<file path="src/rtl/topk_pkg.sv">
// Shared types and constants for the streaming top-K selector.
// Sentinels mark empty result slots.
package topk_pkg;

  localparam int SCORE_W = 32;
  localparam int INDEX_W = 32;

  typedef logic signed [SCORE_W-1:0] score_t;
  typedef logic [INDEX_W-1:0] index_t;

  localparam score_t SCORE_SENTINEL = 32'sh8000_0000;
  localparam index_t INDEX_SENTINEL = 32'hFFFF_FFFF;

  typedef enum logic [1:0] {
    IDLE,
    COLLECT,
    PUBLISH,
    DONE
  } topk_state_t;

endpackage

</file>
<file path="src/rtl/topk_insert_network.sv">
// Combinational sorted-insert step: compare candidate with every
// slot, pick the first displaceable one, shift the tail down.
module topk_insert_network
  import topk_pkg::*;
#(
  parameter int TOP_K       = 5,
  parameter int SCORE_WIDTH = 32,
  parameter int INDEX_WIDTH = 32
) (
  input  logic [TOP_K-1:0][SCORE_WIDTH-1:0] list_score,
  input  logic [TOP_K-1:0][INDEX_WIDTH-1:0] list_index,
  input  logic [TOP_K-1:0]                  list_valid,
  input  logic [SCORE_WIDTH-1:0]            cand_score,
  input  logic [INDEX_WIDTH-1:0]            cand_index,
  output logic [TOP_K-1:0][SCORE_WIDTH-1:0] next_score,
  output logic [TOP_K-1:0][INDEX_WIDTH-1:0] next_index,
  output logic [TOP_K-1:0]                  next_valid
);

  logic [TOP_K-1:0] disp;
  logic [TOP_K-1:0] first;

  // Strictly-less keeps equal scores in arrival order.
  always_comb begin : cmp
    for (int i = 0; i < TOP_K; i++) begin
      disp[i] = !list_valid[i] ||
        ($signed(list_score[i]) < $signed(cand_score));
    end
  end

  always_comb begin : prio
    logic found;
    found = 1'b0;
    first = '0;
    for (int i = 0; i < TOP_K; i++) begin
      if (disp[i] && !found) begin
        first[i] = 1'b1;
        found    = 1'b1;
      end
    end
  end

  always_comb begin : shift
    logic seen;
    seen       = 1'b0;
    next_score = list_score;
    next_index = list_index;
    next_valid = list_valid;
    for (int i = 0; i < TOP_K; i++) begin
      if (first[i]) begin
        next_score[i] = cand_score;
        next_index[i] = cand_index;
        next_valid[i] = 1'b1;
      end else if (seen) begin
        next_score[i] = list_score[(i > 0) ? i - 1 : 0];
        next_index[i] = list_index[(i > 0) ? i - 1 : 0];
        next_valid[i] = list_valid[(i > 0) ? i - 1 : 0];
      end
      seen = seen | first[i];
    end
  end

endmodule

</file>
<file path="src/rtl/top_k_selector.sv">
// Streaming top-K selector: keeps the K best (score, index) beats
// and publishes them on frozen registers at end of stream.
module top_k_selector
  import topk_pkg::*;
#(
  parameter int TOP_K       = 5,
  parameter int SCORE_WIDTH = 32,
  parameter int INDEX_WIDTH = 32
) (
  input  logic                              clk,
  input  logic                              rst,
  input  logic                              start,
  input  logic [31:0]                       num_candidates,
  input  logic                              score_valid,
  output logic                              score_ready,
  input  logic [SCORE_WIDTH-1:0]            score_data,
  input  logic [INDEX_WIDTH-1:0]            score_index,
  input  logic                              score_last,
  output logic [TOP_K-1:0][SCORE_WIDTH-1:0] similarity_scores,
  output logic [TOP_K-1:0][INDEX_WIDTH-1:0] doc_indices,
  output logic [$clog2(TOP_K+1)-1:0]        valid_count,
  output logic                              busy,
  output logic                              done,
  output logic                              count_mismatch
);

  localparam int CW = $clog2(TOP_K + 1);
  localparam logic [SCORE_WIDTH-1:0] S_SENT =
    {1'b1, {(SCORE_WIDTH-1){1'b0}}};
  localparam logic [INDEX_WIDTH-1:0] I_SENT = '1;

  topk_state_t state_q, state_d;

  logic [TOP_K-1:0][SCORE_WIDTH-1:0] wl_score_q, wl_score_d;
  logic [TOP_K-1:0][INDEX_WIDTH-1:0] wl_index_q, wl_index_d;
  logic [TOP_K-1:0]                  wl_valid_q, wl_valid_d;
  logic [TOP_K-1:0][SCORE_WIDTH-1:0] ins_score;
  logic [TOP_K-1:0][INDEX_WIDTH-1:0] ins_index;
  logic [TOP_K-1:0]                  ins_valid;

  logic [TOP_K-1:0][SCORE_WIDTH-1:0] pub_score_q, pub_score_d;
  logic [TOP_K-1:0][INDEX_WIDTH-1:0] pub_index_q, pub_index_d;
  logic [CW-1:0]                     vcnt_q, vcnt_d;
  logic [31:0]                       acc_q, acc_d;
  logic [31:0]                       num_q, num_d;
  logic                              done_q, done_d;
  logic                              mism_q, mism_d;

  logic start_ok;
  logic beat_ok;

  assign start_ok = start &&
    (state_q == IDLE || state_q == DONE);
  assign beat_ok = score_valid && score_ready;

  topk_insert_network #(
    .TOP_K      (TOP_K),
    .SCORE_WIDTH(SCORE_WIDTH),
    .INDEX_WIDTH(INDEX_WIDTH)
  ) u_ins (
    .list_score(wl_score_q),
    .list_index(wl_index_q),
    .list_valid(wl_valid_q),
    .cand_score(score_data),
    .cand_index(score_index),
    .next_score(ins_score),
    .next_index(ins_index),
    .next_valid(ins_valid)
  );

  always_ff @(posedge clk or posedge rst) begin
    if (rst) state_q <= IDLE;
    else     state_q <= state_d;
  end

  always_comb begin
    state_d = state_q;
    unique case (state_q)
      IDLE, DONE: begin
        if (start) begin
          state_d = (num_candidates == 32'd0) ?
            PUBLISH : COLLECT;
        end
      end
      COLLECT: if (beat_ok && score_last) state_d = PUBLISH;
      PUBLISH: state_d = DONE;
      default: state_d = IDLE;
    endcase
  end

  always_comb begin
    score_ready = (state_q == COLLECT);
    busy = (state_q == COLLECT) || (state_q == PUBLISH);
  end

  always_comb begin
    wl_score_d  = wl_score_q;
    wl_index_d  = wl_index_q;
    wl_valid_d  = wl_valid_q;
    pub_score_d = pub_score_q;
    pub_index_d = pub_index_q;
    vcnt_d      = vcnt_q;
    acc_d       = acc_q;
    num_d       = num_q;
    done_d      = done_q;
    mism_d      = mism_q;
    if (start_ok) begin
      wl_score_d = {TOP_K{S_SENT}};
      wl_index_d = {TOP_K{I_SENT}};
      wl_valid_d = '0;
      acc_d      = 32'd0;
      num_d      = num_candidates;
      done_d     = 1'b0;
      mism_d     = 1'b0;
    end else if (beat_ok) begin
      wl_score_d = ins_score;
      wl_index_d = ins_index;
      wl_valid_d = ins_valid;
      acc_d = (acc_q == '1) ? acc_q : acc_q + 32'd1;
    end
    if (state_q == PUBLISH) begin
      pub_score_d = wl_score_q;
      pub_index_d = wl_index_q;
      vcnt_d      = '0;
      for (int i = 0; i < TOP_K; i++) begin
        vcnt_d = vcnt_d + CW'(wl_valid_q[i]);
      end
      mism_d = (acc_q != num_q);
      done_d = 1'b1;
    end
  end

  always_ff @(posedge clk or posedge rst) begin
    if (rst) begin
      wl_score_q  <= {TOP_K{S_SENT}};
      wl_index_q  <= {TOP_K{I_SENT}};
      wl_valid_q  <= '0;
      pub_score_q <= {TOP_K{S_SENT}};
      pub_index_q <= {TOP_K{I_SENT}};
      vcnt_q      <= '0;
      acc_q       <= '0;
      num_q       <= '0;
      done_q      <= 1'b0;
      mism_q      <= 1'b0;
    end else begin
      wl_score_q  <= wl_score_d;
      wl_index_q  <= wl_index_d;
      wl_valid_q  <= wl_valid_d;
      pub_score_q <= pub_score_d;
      pub_index_q <= pub_index_d;
      vcnt_q      <= vcnt_d;
      acc_q       <= acc_d;
      num_q       <= num_d;
      done_q      <= done_d;
      mism_q      <= mism_d;
    end
  end

  assign similarity_scores = pub_score_q;
  assign doc_indices       = pub_index_q;
  assign valid_count       = vcnt_q;
  assign done              = done_q;
  assign count_mismatch    = mism_q;

endmodule

</file>
<file path="config.mk">
export PLATFORM = sky130hd
export DESIGN_NAME = top_k_selector
export DESIGN_NICKNAME = d
export VERILOG_FILES = /design/src/rtl/topk_pkg.sv /design/src/rtl/topk_insert_network.sv /design/src/rtl/top_k_selector.sv
export SDC_FILE = /design/constraint.sdc
export NUM_CORES = 2
export LEC_CHECK = 0
export CORE_ASPECT_RATIO = 1.2
export CORE_MARGIN = 4
export CORE_UTILIZATION = 40
export DETAILED_ROUTE_END_ITERATION = 8
export GPL_ROUTABILITY_DRIVEN = 0
export PLACE_DENSITY = 0.68
export SLEW_MARGIN = 5
export SYNTH_ARGS = -nofsm -noshare
export SYNTH_HDL_FRONTEND = slang
export SYNTH_HIERARCHICAL = 1
export SYNTH_SLANG_ARGS = --single-unit
</file>
<file path="constraint.sdc">
create_clock -name clk -period 44.7 [get_ports clk]
set_input_delay 4.47 -clock clk [delete_from_list [all_inputs] [get_ports clk]]
set_output_delay 4.47 -clock clk [all_outputs]
set_load 0.03 [all_outputs]
</file>
==> metrics.cfg <==
[critical_path]
cp-start-kind = input port
required_ns = 45.21
r2r_start = wl_score_q[31]$_DFFE_PP1P_
cpMaxStageDelayCell = buf_4
crit_start = score_data[31]
crit_arrival_ns = 10.04
regToRegSetupSlack_ns = 39.26
path_cells = clkdlybuf4s50_1, inv_1, ha_1, nand4_1, or2_1, nor4_1, nand2_1, o21ai_1, mux2i_4, buf_4, and4_4, buf_4, mux2_2, nand2_1, nand3_1
worstSetupPathType = in -> reg
cp-end-kind = flip-flop
max_stage_delay_ns = 0.80
critPathMaxFanout = 77

[cells_and_area]
fin_area_mm2 = 0.0463
syn2layout_area_growth_pct = 19.9
final_common_cell = nand2_1
mostFrequentLayoutCells = nand2_1, clkdlybuf4s50_1, a21oi_1, mux2_2, dfrtp_1
drive_gt1_share_pct = 21.6
nets = 4440
fill_cells = 8840

[job]
maxCapViolations = 0

[grt]
grt_pass1_wl_um = 183000
grt_max_degree = 164
gr-total-overflow = 0
track_usage_pct = 22.4
antenna_found_initial = 4
grt_pass1_vias = 30500
top_usage_layer = met2
use_met2_pct = 37.5
grt_use_met3_pct = 4.66
use_met1_pct = 28.8

[cts]
clk_pin_slew_ns = 0.06
cts_htree_levels = 3
post_cts_buffers = 0
worst_skew_pair.late_latency_ns = 0.64
cts_made_buffers = 79
clock_path_buffers = 3
post_cts_resized = 0
cts_tree = built
cts_sinks = 716
postCtsHoldBufs = 0
cts_root_buf = clkbuf_16

[route]
drc = 0
firstDrtPassIters = 7
wl_per_cell_um = 21.3
drt_wl_total_um = 117000
final_antenna_net_count = 0
vias = 30300
vias_per_cell = 5.52
initialDrtViolationCount = 2152

[logic_synthesis]
yosysWarningCount = 6
ys_seq_area_share_pct = 47.5
yosysUniqueCellTypes = 59
ys.flop_type = dfrtp_1
synth_nets = 4167
synth-seq-cells = 716
synth_area_mm2 = 0.0386
async_flop_share_pct = 100
synth_cells = 3905
avgSynthCellArea_um2 = 9.89
synth_edf_count = 0

[power_and_ir_drop]
p_leak_nw = 19.7
ir_drop_v = 0.0000498
power_per_cell_area_mw_per_mm2 = 66.7

[sta]
finalHoldViolCount = 0
period_share_pct = 21.3
max_freq_mhz = 105
drv_slew = 0
setup_viol = 0
worst_pin_slew_ns = 1.24
hold_slack_ns = 0.488
skew_ns = 0.0287
layout_min_cycle_time_ns = 9.53
max_slew_margin_pct = 17.4
finalWorstSetupSlack_ns = 35.17
rsz0062_at_grt = no
finalSetupTns_ns = 0

[die]
io_pins = 428
start_util_pct = 40.4
fp.coreArea_mm2 = 0.0956
die_w_um = 292
fp-row-count = 124
die_h_um = 348
dieArea_mm2 = 0.102

[placed_design]
portBuffers = 427
place_area_mm2 = 0.0437
dp_hpwl_um = 75200
dp_slack_ns = 34.50

[status]
outcome = finished, final reports clean

[worst_hold_path]
worstHoldStart = wl_index_q[132]$_DFFE_PP1P_
hp-class = reg -> reg

==> layout make-up <==
cell class	count	area [µm²]	area share [%]
multi-input cells	2844	18900	40.9
inverters	75	289	0.624
well taps	1260	1580	3.40
clock buffers	117	2360	5.11
flip-flops and latches	716	18300	39.6
clock inverters	23	218	0.470
repair buffers	462	4590	9.91
diodes	2	5.00	0.0108
==> stage by stage <==
step,util [%],power [mW],cells
final,48.4,3.09,5499
after global routing,48.4,3.27,5498
after CTS,48.4,3.12,5497
after detailed placement,45.7,2.44,5357
after global placement,45.7,2.42,5357
after floorplan,-,1.96,3905
==> routing by layer <==
layer  vias up  routed length (µm)
met2       860               56900
li1      14100                   -
met1     15200               49200
met5         -                  24
met3       202                7210
met4         4                3910
==> synth_stat cells (all sizes together), types with 12 or more instances <==
| cell type | instances | area share [%] |
|---|---|---|
| a21o | 18 | 0.35 |
| a21oi | 399 | 5.2 |
| a31oi | 36 | 0.58 |
| and3 | 12 | 0.19 |
| and4 | 14 | 0.33 |
| buf | 73 | 1.2 |
| clkbuf | 197 | 1.9 |
| dfrtp | 386 | 25 |
| dfstp | 330 | 22 |
| ha | 159 | 5.1 |
| inv | 75 | 0.73 |
| mux2 | 424 | 12 |
| mux2i | 260 | 6.8 |
| nand2 | 996 | 9.7 |
| nand3 | 188 | 2.4 |
| nand4 | 41 | 0.66 |
| nor2 | 22 | 0.21 |
| nor4 | 13 | 0.21 |
| o21ai | 121 | 1.6 |
| xnor2 | 34 | 0.77 |
| xor2 | 16 | 0.36 |
==> state kept, by name, summed over array words and instances, names as in the netlist, 2 cells and up <==
signal and flops:
doc_indices 160, similarity_scores 160, state_q 2, wl_score_q 160
wl_index_q 160, wl_valid_q 5, valid_count 3, num_q 32
acc_q 32
==> critical path: cells and delay by family <==
family          cells  cell delay (ns)
simple gates        7             1.90
compound gates      1             0.38
mux                 2             0.72
fa+ha+maj           1             0.38
buf+inv             4             2.13
==> final timing paths <==
path / end / depth (start not counted)
max in group asynchronous: doc_indices[145]$_DFFE_PP1P_ / 6
min in group asynchronous: similarity_scores[71]$_DFFE_PP0P_ / 2
setup / recovery: wl_index_q[138]$_DFFE_PP1P_ / 15
hold / removal: wl_index_q[132]$_DFFE_PP1P_ / 2
hold reg to reg: wl_index_q[132]$_DFFE_PP1P_ / 2
setup reg to reg: wl_index_q[138]$_DFFE_PP1P_ / 13
==> cell families after synthesis <==
family          synth area share (%)
mux                             19.2
buf+inv                         3.82
simple gates                    14.4
flops                           47.5
fa+ha+maj                       5.25
compound gates                  8.68
other cells                  0.00971
xor+xnor                        1.13
==> where the power goes <==
part / internal (mW) / switching, mW
clock: 0.384 / 0.276
sequential: 0.953 / 0.195
combinational: 0.513 / 0.767
total: 1.85 / 1.24
Power figures use the tool's default switching activity.
